File: src/rtl/hamming15_pkg.sv
// Shared definitions for the Hamming(15,11) link.
//   DATA_W/CODE_W/CNT_W : payload, codeword and bit-counter widths
//   PARITY_IDX          : codeword bits carrying parity (positions 1,2,4,8)
//   DATA_MAP            : codeword bit receiving d[i]
//   state_t             : serializer FSM states
//   hamming15_encode()  : even-parity encoder, also used by the decoder-side checker
package hamming15_pkg;

    localparam int DATA_W = 11;
    localparam int CODE_W = 15;
    localparam int CNT_W  = 4;

    localparam int PARITY_IDX [4]      = '{0, 1, 3, 7};
    localparam int DATA_MAP   [DATA_W] = '{2, 4, 5, 6, 8, 9, 10, 11, 12, 13, 14};

    typedef enum logic [1:0] {IDLE = 2'd0, SEND = 2'd1, GAP = 2'd2} state_t;

    function automatic logic [CODE_W-1:0] hamming15_encode(input logic [DATA_W-1:0] d);
        logic [CODE_W-1:0] cw;
        logic              x;
        cw = '0;
        for (int i = 0; i < DATA_W; i++) cw[DATA_MAP[i]] = d[i];
        // Parity slots are still zero here, so XOR over every covered
        // position equals XOR over the covered data positions only.
        for (int p = 0; p < 4; p++) begin
            x = 1'b0;
            for (int k = 0; k < CODE_W; k++)
                if (((k + 1) & (PARITY_IDX[p] + 1)) != 0) x = x ^ cw[k];
            cw[PARITY_IDX[p]] = x;
        end
        return cw;
    endfunction

endpackage

File: src/rtl/hamming15_tx_serializer_encode_comb.sv
// Purely combinational Hamming(15,11) parity generator.
//   data     : 11-bit payload
//   codeword : 15-bit even-parity codeword, bit k = Hamming position k+1
module hamming15_encode_comb
    import hamming15_pkg::*;
(
    input  logic [DATA_W-1:0] data,
    output logic [CODE_W-1:0] codeword
);

    assign codeword = hamming15_encode(data);

endmodule

File: src/rtl/hamming15_tx_serializer.sv
// Transmit side of the Hamming(15,11) serial link: accepts an 11-bit word on
// a valid/ready handshake, encodes it and shifts the codeword out LSB first,
// one tx_shift strobe every BIT_PERIOD cycles, then idles INTER_WORD_GAP
// cycles before accepting the next word.
//   clk, reset           : clock, synchronous active-high reset
//   data_in/data_valid   : payload and its valid; data_ready = can accept
//   tx_bit/tx_shift      : serial bit and its one-cycle sample strobe
//   tx_busy              : acceptance through end of gap
//   tx_done              : pulse with the 15th strobe
//   codeword_out         : codeword of the word in flight
// Optional macro HAMMING15_ERR_INJECT_EN adds err_inject/err_pos to flip one
// codeword bit (err_pos 0..14; 15 = no flip) at the acceptance edge.
module hamming15_tx_serializer
    import hamming15_pkg::*;
#(
    parameter int BIT_PERIOD     = 1,
    parameter int INTER_WORD_GAP = 1
) (
    input  logic              clk,
    input  logic              reset,
    input  logic [DATA_W-1:0] data_in,
    input  logic              data_valid,
`ifdef HAMMING15_ERR_INJECT_EN
    input  logic              err_inject,
    input  logic [CNT_W-1:0]  err_pos,
`endif
    output logic              data_ready,
    output logic              tx_bit,
    output logic              tx_shift,
    output logic              tx_busy,
    output logic              tx_done,
    output logic [CODE_W-1:0] codeword_out
);

    localparam int DIV_W = (BIT_PERIOD > 1) ? $clog2(BIT_PERIOD) : 1;
    localparam int GAP_W = (INTER_WORD_GAP > 1) ? $clog2(INTER_WORD_GAP) : 1;

    localparam logic [1:0] S_IDLE = IDLE;
    localparam logic [1:0] S_SEND = SEND;
    localparam logic [1:0] S_GAP  = GAP;

    logic [1:0]        state;
    logic [CODE_W-1:0] sreg;
    logic [DIV_W-1:0]  div;
    logic [CNT_W-1:0]  bit_cnt;
    logic [GAP_W-1:0]  gap_cnt;
    logic [CODE_W-1:0] enc_cw;
    logic [CODE_W-1:0] load_cw;

    hamming15_encode_comb u_enc (
        .data     (data_in),
        .codeword (enc_cw)
    );

`ifdef HAMMING15_ERR_INJECT_EN
    // err_pos == 15 selects no bit, so the word goes out unmodified.
    always_comb begin
        load_cw = enc_cw;
        if (err_inject && (err_pos != 4'hF))
            load_cw = enc_cw ^ (15'b1 << err_pos);
    end
`else
    assign load_cw = enc_cw;
`endif

    assign data_ready = (state == S_IDLE);
    assign tx_busy    = (state != S_IDLE);

    always_ff @(posedge clk) begin
        if (reset) begin
            state        <= S_IDLE;
            sreg         <= '0;
            codeword_out <= '0;
            div          <= '0;
            bit_cnt      <= '0;
            gap_cnt      <= '0;
            tx_bit       <= 1'b0;
            tx_shift     <= 1'b0;
            tx_done      <= 1'b0;
        end else begin
            tx_shift <= 1'b0;
            tx_done  <= 1'b0;
            case (state)
                S_IDLE: begin
                    if (data_valid) begin
                        sreg         <= load_cw;
                        codeword_out <= load_cw;
                        div          <= '0;
                        bit_cnt      <= '0;
                        state        <= S_SEND;
                    end
                end
                S_SEND: begin
                    if (div == DIV_W'(BIT_PERIOD - 1)) begin
                        div      <= '0;
                        tx_shift <= 1'b1;
                        tx_bit   <= sreg[0];
                        sreg     <= sreg >> 1;
                        bit_cnt  <= bit_cnt + 1'b1;
                        // bit_cnt ends at 15 and is only cleared on the next
                        // acceptance, so it never wraps.
                        if (bit_cnt == 4'd14) begin
                            tx_done <= 1'b1;
                            gap_cnt <= '0;
                            state   <= (INTER_WORD_GAP == 0) ? S_IDLE : S_GAP;
                        end
                    end else begin
                        div <= div + 1'b1;
                    end
                end
                S_GAP: begin
                    if (gap_cnt == GAP_W'(INTER_WORD_GAP - 1)) state <= S_IDLE;
                    else                                      gap_cnt <= gap_cnt + 1'b1;
                end
                default: state <= S_IDLE;
            endcase
        end
    end

endmodule

File: config.mk
export PLATFORM = sky130hd
export DESIGN_NAME = hamming15_tx_serializer
export DESIGN_NICKNAME = d
export VERILOG_FILES = /design/src/rtl/hamming15_pkg.sv /design/src/rtl/hamming15_tx_serializer_encode_comb.sv /design/src/rtl/hamming15_tx_serializer.sv
export SDC_FILE = /design/constraint.sdc
export NUM_CORES = 1
export LEC_CHECK = 0
export CAP_MARGIN = 25
export CORE_UTILIZATION = 50
export CTS_CLUSTER_DIAMETER = 30
export DETAILED_ROUTE_END_ITERATION = 10
export GPL_TIMING_DRIVEN = 0
export PLACE_DENSITY = 0.76
export SYNTH_ARGS = -nofsm -noshare
export SYNTH_HDL_FRONTEND = slang
export SYNTH_HIERARCHICAL = 1
export SYNTH_SLANG_ARGS = --single-unit
File: constraint.sdc
create_clock -name clk -period 2 [get_ports clk]
set_input_delay 0.3 -clock clk [delete_from_list [all_inputs] [get_ports clk]]
set_output_delay 0.3 -clock clk [all_outputs]
set_load 0.02 [all_outputs]
==> results of run 1 <==
-- logic make-up after synthesis --
logic type | Yosys count | synth area share
simple gates | 108 | 0.297
flops | 39 | 0.382
compound gates | 36 | 0.111
buf+inv | 29 | 0.0968
xor+xnor | 14 | 0.100
fa+ha+maj | 2 | 0.0122
-- critical path, stage by stage --
cell	delay, ps
clkdlybuf4s50_1	530
xnor2_2	280
xnor3_1	370
or3b_2	470
a21oi_2	160
nor3_1	60
-- sequential cells by signal, summed over array words and instances (netlist names) --
name          flops
codeword_out     15
tx_done           1
sreg             15
bit_cnt           4
tx_bit            1
state             2
tx_shift          1
-- final timing paths --
path	to	slack, ps	depth (start not counted)	from
worst max register to register	sreg[11]$_SDFFE_PP0P_	630	5	state[0]$_SDFFE_PP0P_
worst min-delay path	sreg[7]$_SDFFE_PP0P_	330	2	reset
worst min register to register	codeword_out[13]$_SDFFE_PP0P_	460	2	codeword_out[13]$_SDFFE_PP0P_
worst max-delay path	sreg[0]$_SDFFE_PP0P_	20	6	data_in[6]
-- per-layer routing --
metal / wire length [µm] / track usage / up-vias
met2: 2100 / 0.367 / 43
met1: 2220 / 0.316 / 765
met5: 0 / 0 / -
met4: 47 / 0.0734 / 0
li1: - / - / 829
met3: 214 / 0.0724 / 4
-- synth_stat cells, drive strengths merged --
cell,instances
inv,2
a21oi,32
dfxtp,39
a211oi,1
nand2,32
and2b,1
ha,2
buf,22
or3,1
nor2,18
nor3,17
or2,1
or3b,15
xor2,1
o21ba,1
nand3b,1
xnor3,6
nand2b,15
nor3b,2
a31oi,2
or2b,2
clkbuf,5
xnor2,7
nand3,3
-- cell type report --
type	instances	area (µm²)	area share
Inverter	2	7.51	0.00292
Clock buffer	6	82.6	0.0321
Clock inverter	2	35.0	0.0136
Multi-Input combinational cell	160	1080	0.420
Buffer	27	190	0.0740
Timing Repair Buffer	34	335	0.130
Tap cell	48	60.1	0.0234
Sequential cell	39	781	0.304
-- power groups by stage --
stage	sequential, mW	clock [mW]	combinational [mW]
after detailed placement	0.892	0	0.497
after CTS	0.874	0.704	0.494
after global routing	0.882	0.732	0.561
after floorplan	0.918	0	0.315
after global placement	0.889	0	0.492
final	0.875	0.689	0.515
-- metrics by stage --
step,util,instance area [µm²],TNS (ps)
3_3_place_gp,0.638,2420,-1980
4_1_cts,0.668,2540,-59.1
6_report,0.677,2570,0
2_1_floorplan,-,2040,0
5_1_grt,0.677,2570,0
3_5_place_dp,0.638,2420,-2050
-- timing repair --
| action | in CTS | in global routing |
|---|---|---|
| resized for setup | 4 | 5 |
| endpoints found under the hold margin | 0 | 0 |
| pin swaps | 3 | 4 |
| endpoints found under the setup margin | 6 | 3 |
| setup buffers | 0 | 2 |
==> impl_metrics.tcl, run 1 <==
set metrics [dict create \
    dr.pass1.iters 4 \
    cap_viol_max_count 0 \
    die_height_um 65.9 \
    tightest_slew_ps 685 \
    grt_usage 0.238 \
    rsz0062_at_grt "false" \
    cts_tree "built" \
    synth_top_area_frac 0.382 \
    combPwrFrac 0.248 \
    power_frac_seq 0.421 \
    placed_cells_incl_taps 308 \
    postRouteAntennaNets 0 \
    p_switching_mw 0.564 \
    htree_levels 2 \
    first_iter_violations 101 \
    port_buffers 32 \
    place_ws_ps -561 \
    fill_cells 310 \
    power.share.clock 0.331 \
    setup_slack_ps 17.8 \
    clk_pin_slew_worst_paths_ps 80 \
    hold_slack_ps 334 \
    relSlewSlack 0.544 \
    swShare 0.271 \
    viasPerCell 5.16 \
    ys_seq_area_frac 0.382 \
    power_mw 2.08 \
    post-route-period-util 0.991 \
    max_freq_ghz 0.504 \
    antenna_found_initial 0 \
    ys_ff_latch 39 \
    worst-path-max-fanout 3 \
    leakagePower_nw 1.05 \
    slew_viol_final 0 \
    grt_pass1_vias 1629 \
    grt_max_degree 13 \
    cts_inserted_buffers 5 \
    root_buffer "clkbuf_8" \
    finClkSkew_ps 10.1 \
    hold_viol_final 0 \
    start_kind "input pin" \
    synth_warnings 6 \
    detail_route.wl_per_cell_um 14.4 \
    instances_no_fill 318 \
    hpwlAfterDp_um 3230 \
    worstPathArrival_ps 2160 \
    outcome "finished clean" \
    n_antenna_cell 0 \
    period_minus_slack_ps 1980 \
    ir_drop_v 0.000502 \
    grt_overflow_total 0 \
    nNetsFinal 285 \
    globalplace.congestion 0.789 \
    drc 0 \
    p_per_area_nw_per_um2 809 \
    drt-total-wl_um 4590 \
    crit_required_ps 2180 \
    syn_area_um2 2040 \
    yosys.area.top_type "dfxtp_1" \
    rows 22 \
    pin_count 34 \
    finalSetupViolCount 0 \
    vias 1641 \
    hp-class "input pin to flop" \
    clkSinkCount 39 \
    synth_cells 228 \
    clockBufferDepth 2 \
    coreArea_um2 3800 \
    synth.lib_cells_used.distinct 33 \
    start_util 0.538 \
    mostFrequentLayoutCells "dfxtp_1, clkdlybuf4s50_1, nand2_1" \
    cp-end-kind "flop" \
    grt_pass1_wl_um 7700 \
    internal_power_mw 1.52 \
    final_common_cell "dfxtp_1" \
    drive_gt1_frac 0.222 \
    dieArea_um2 4350 \
    synth_nets 244 \
    insertion_delay_ps 290 \
    synth_area_leaders "dfxtp_1, xnor3_1, a21oi_1, or3b_1, nand2b_1" \
    syn_avg_cell_area_um2 8.96 \
    critical_path_class "input pin to flop" \
    postCtsHoldBufs 0 \
    area_delta_synth_final_pct 25.8 \
    die_w_um 65.9 \
]
Note: power is estimated with default switching activity, not from simulation.
==> run 2, diff against run 1 <==
--- a/config.mk
+++ b/config.mk
@@ -15,3 +15,4 @@
 export SYNTH_HDL_FRONTEND = slang
 export SYNTH_HIERARCHICAL = 1
 export SYNTH_SLANG_ARGS = --single-unit
+export TNS_END_PERCENT = 30
==> constraint.sdc (replaced) <==
create_clock -name clk -period 1.85 [get_ports clk]
set_input_delay 0.2775 -clock clk [delete_from_list [all_inputs] [get_ports clk]]
set_output_delay 0.2775 -clock clk [all_outputs]
set_load 0.02 [all_outputs]
==> impl_metrics.tcl, run 2 (synthesis results as in run 1) <==
set metrics [dict create \
    outcome "finished clean" \
    grt_max_degree 13 \
    dpl_cell_area_um2 2420 \
    rows 22 \
    vias 1649 \
    drt-total-wl_um 4620 \
    finalSetupViolCount 0 \
    worstPathArrival_ps 1950 \
    reg.largest.list "codeword_out: 15 flops, sreg: 15 flops, bit_cnt: 4 flops" \
    postCtsHoldBufs 0 \
    clk_pin_slew_worst_paths_ps 80 \
    grt_pass1_vias 1631 \
    htree_levels 2 \
    post-route-period-util 0.963 \
    first_iter_violations 90 \
    die_height_um 65.9 \
    start_util 0.538 \
    max_freq_ghz 0.561 \
    cts_tree "built" \
    globalplace.congestion 0.789 \
    pin_count 34 \
    mostFrequentLayoutCells "dfxtp_1, nand2_1, a21oi_1, clkdlybuf4s50_1, nor2_1" \
    final_common_cell "dfxtp_1" \
    postRouteAntennaNets 0 \
    power_mw 2.25 \
    drc 0 \
    antenna_found_initial 0 \
    crit_required_ps 2020 \
    clockBufferDepth 2 \
    grt_usage 0.241 \
    hp-class "input pin to flop" \
    p_per_area_nw_per_um2 870 \
    hold_viol_final 0 \
    insertion_delay_ps 290 \
    cts_inserted_buffers 5 \
    cp-end-kind "flop" \
    slew_viol_final 0 \
    finClkSkew_ps 10.5 \
    relSlewSlack 0.539 \
    grt_pass1_wl_um 7780 \
    detail_route.wl_per_cell_um 14.5 \
    ir_drop_v 0.000541 \
    period_minus_slack_ps 1780 \
    hpwlAfterDp_um 3230 \
    critical_path_class "input pin to flop" \
    area_delta_synth_final_pct 26.5 \
    worst-path-max-fanout 3 \
    leakagePower_nw 1.08 \
    coreArea_um2 3800 \
    instances_no_fill 319 \
    placed_cells_incl_taps 308 \
    start_kind "input pin" \
    port_buffers 32 \
    tightest_slew_ps 691 \
    viasPerCell 5.17 \
    dieArea_um2 4350 \
    rsz0062_at_grt "true" \
    fin_area_um2 2580 \
    nNetsFinal 285 \
    grt_overflow_total 0 \
    die_w_um 65.9 \
    dr.pass1.iters 4 \
    root_buffer "clkbuf_8" \
    cap_viol_max_count 0 \
    drive_gt1_frac 0.237 \
    clkSinkCount 39 \
]
-- run 2: changes by cell type in the layout (fill, tap and decap cells not counted) --
cell	delta
clkdlybuf4s50_1	-6
dlymetal6s2s_1	+2
xnor2_1	-2
xnor2_2	+2
buf_2	+1
clkbuf_4	+1
clkdlybuf4s15_1	+1
diode_2	+1
dlygate4sd2_1	+1
-- run 2: worst paths after layout --
path	from	to	slack, ps	cells after the start
min	reset	sreg[7]$_SDFFE_PP0P_	310	2
min reg2reg	codeword_out[13]$_SDFFE_PP0P_	codeword_out[13]$_SDFFE_PP0P_	460	2
max reg2reg	state[0]$_SDFFE_PP0P_	sreg[13]$_SDFFE_PP0P_	460	5
max	data_in[5]	sreg[1]$_SDFFE_PP0P_	70	6
-- run 2: metal layers --
metal / vias up / GRT usage / share of wire
met5: - / 0 / 0
met4: 0 / 0.0679 / 0.0039
met3: 2 / 0.0724 / 0.040
met2: 36 / 0.379 / 0.48
met1: 778 / 0.317 / 0.48
li1: 833 / - / -
-- run 2: worst max-delay path, stage by stage --
cell	delay (ps)
clkdlybuf4s50_1	570
xnor2_2	140
xnor3_1	350
or3b_1	390
a21oi_1	160
nor3_1	60
-- run 2: cell type report --
type,instances,area (µm²)
Clock buffer,6,82.6
Tap cell,48,60.1
Sequential cell,39,781
Buffer,27,193
Multi-Input combinational cell,160,1090
Timing Repair Buffer,34,329
Fill cell,312,1210
Antenna cell,1,2.50
Inverter,2,7.51
Clock inverter,2,35.0
-- run 2: power by group --
part	internal [mW]	leakage, nW	switching, mW
clock	0.437	0.0612	0.312
sequential	0.908	0.321	0.0372
combinational	0.290	0.702	0.265
-- run 2: per-stage QoR --
| step | setup TNS, ps | worst slack, ps | hold slack [ps] | util |
|---|---|---|---|---|
| finish | 0 | 68.9 | 310 | 0.681 |
| global route | 0 | 2.39 | 324 | 0.680 |
| detailed placement | -3060 | -689 | 449 | 0.638 |
| CTS | -277 | -187 | 298 | 0.669 |
| floorplan | 0 | 57.3 | 432 | - |
| global placement | -2940 | -671 | 448 | 0.638 |
-- run 2: repair_timing --
item | 4_1_cts | 5_1_grt
pin swaps | 4 | 4
setup endpoints to repair | 6 | 6
buffers inserted | 0 | 2
gates resized for setup | 11 | 14
gates cloned | 0 | 0
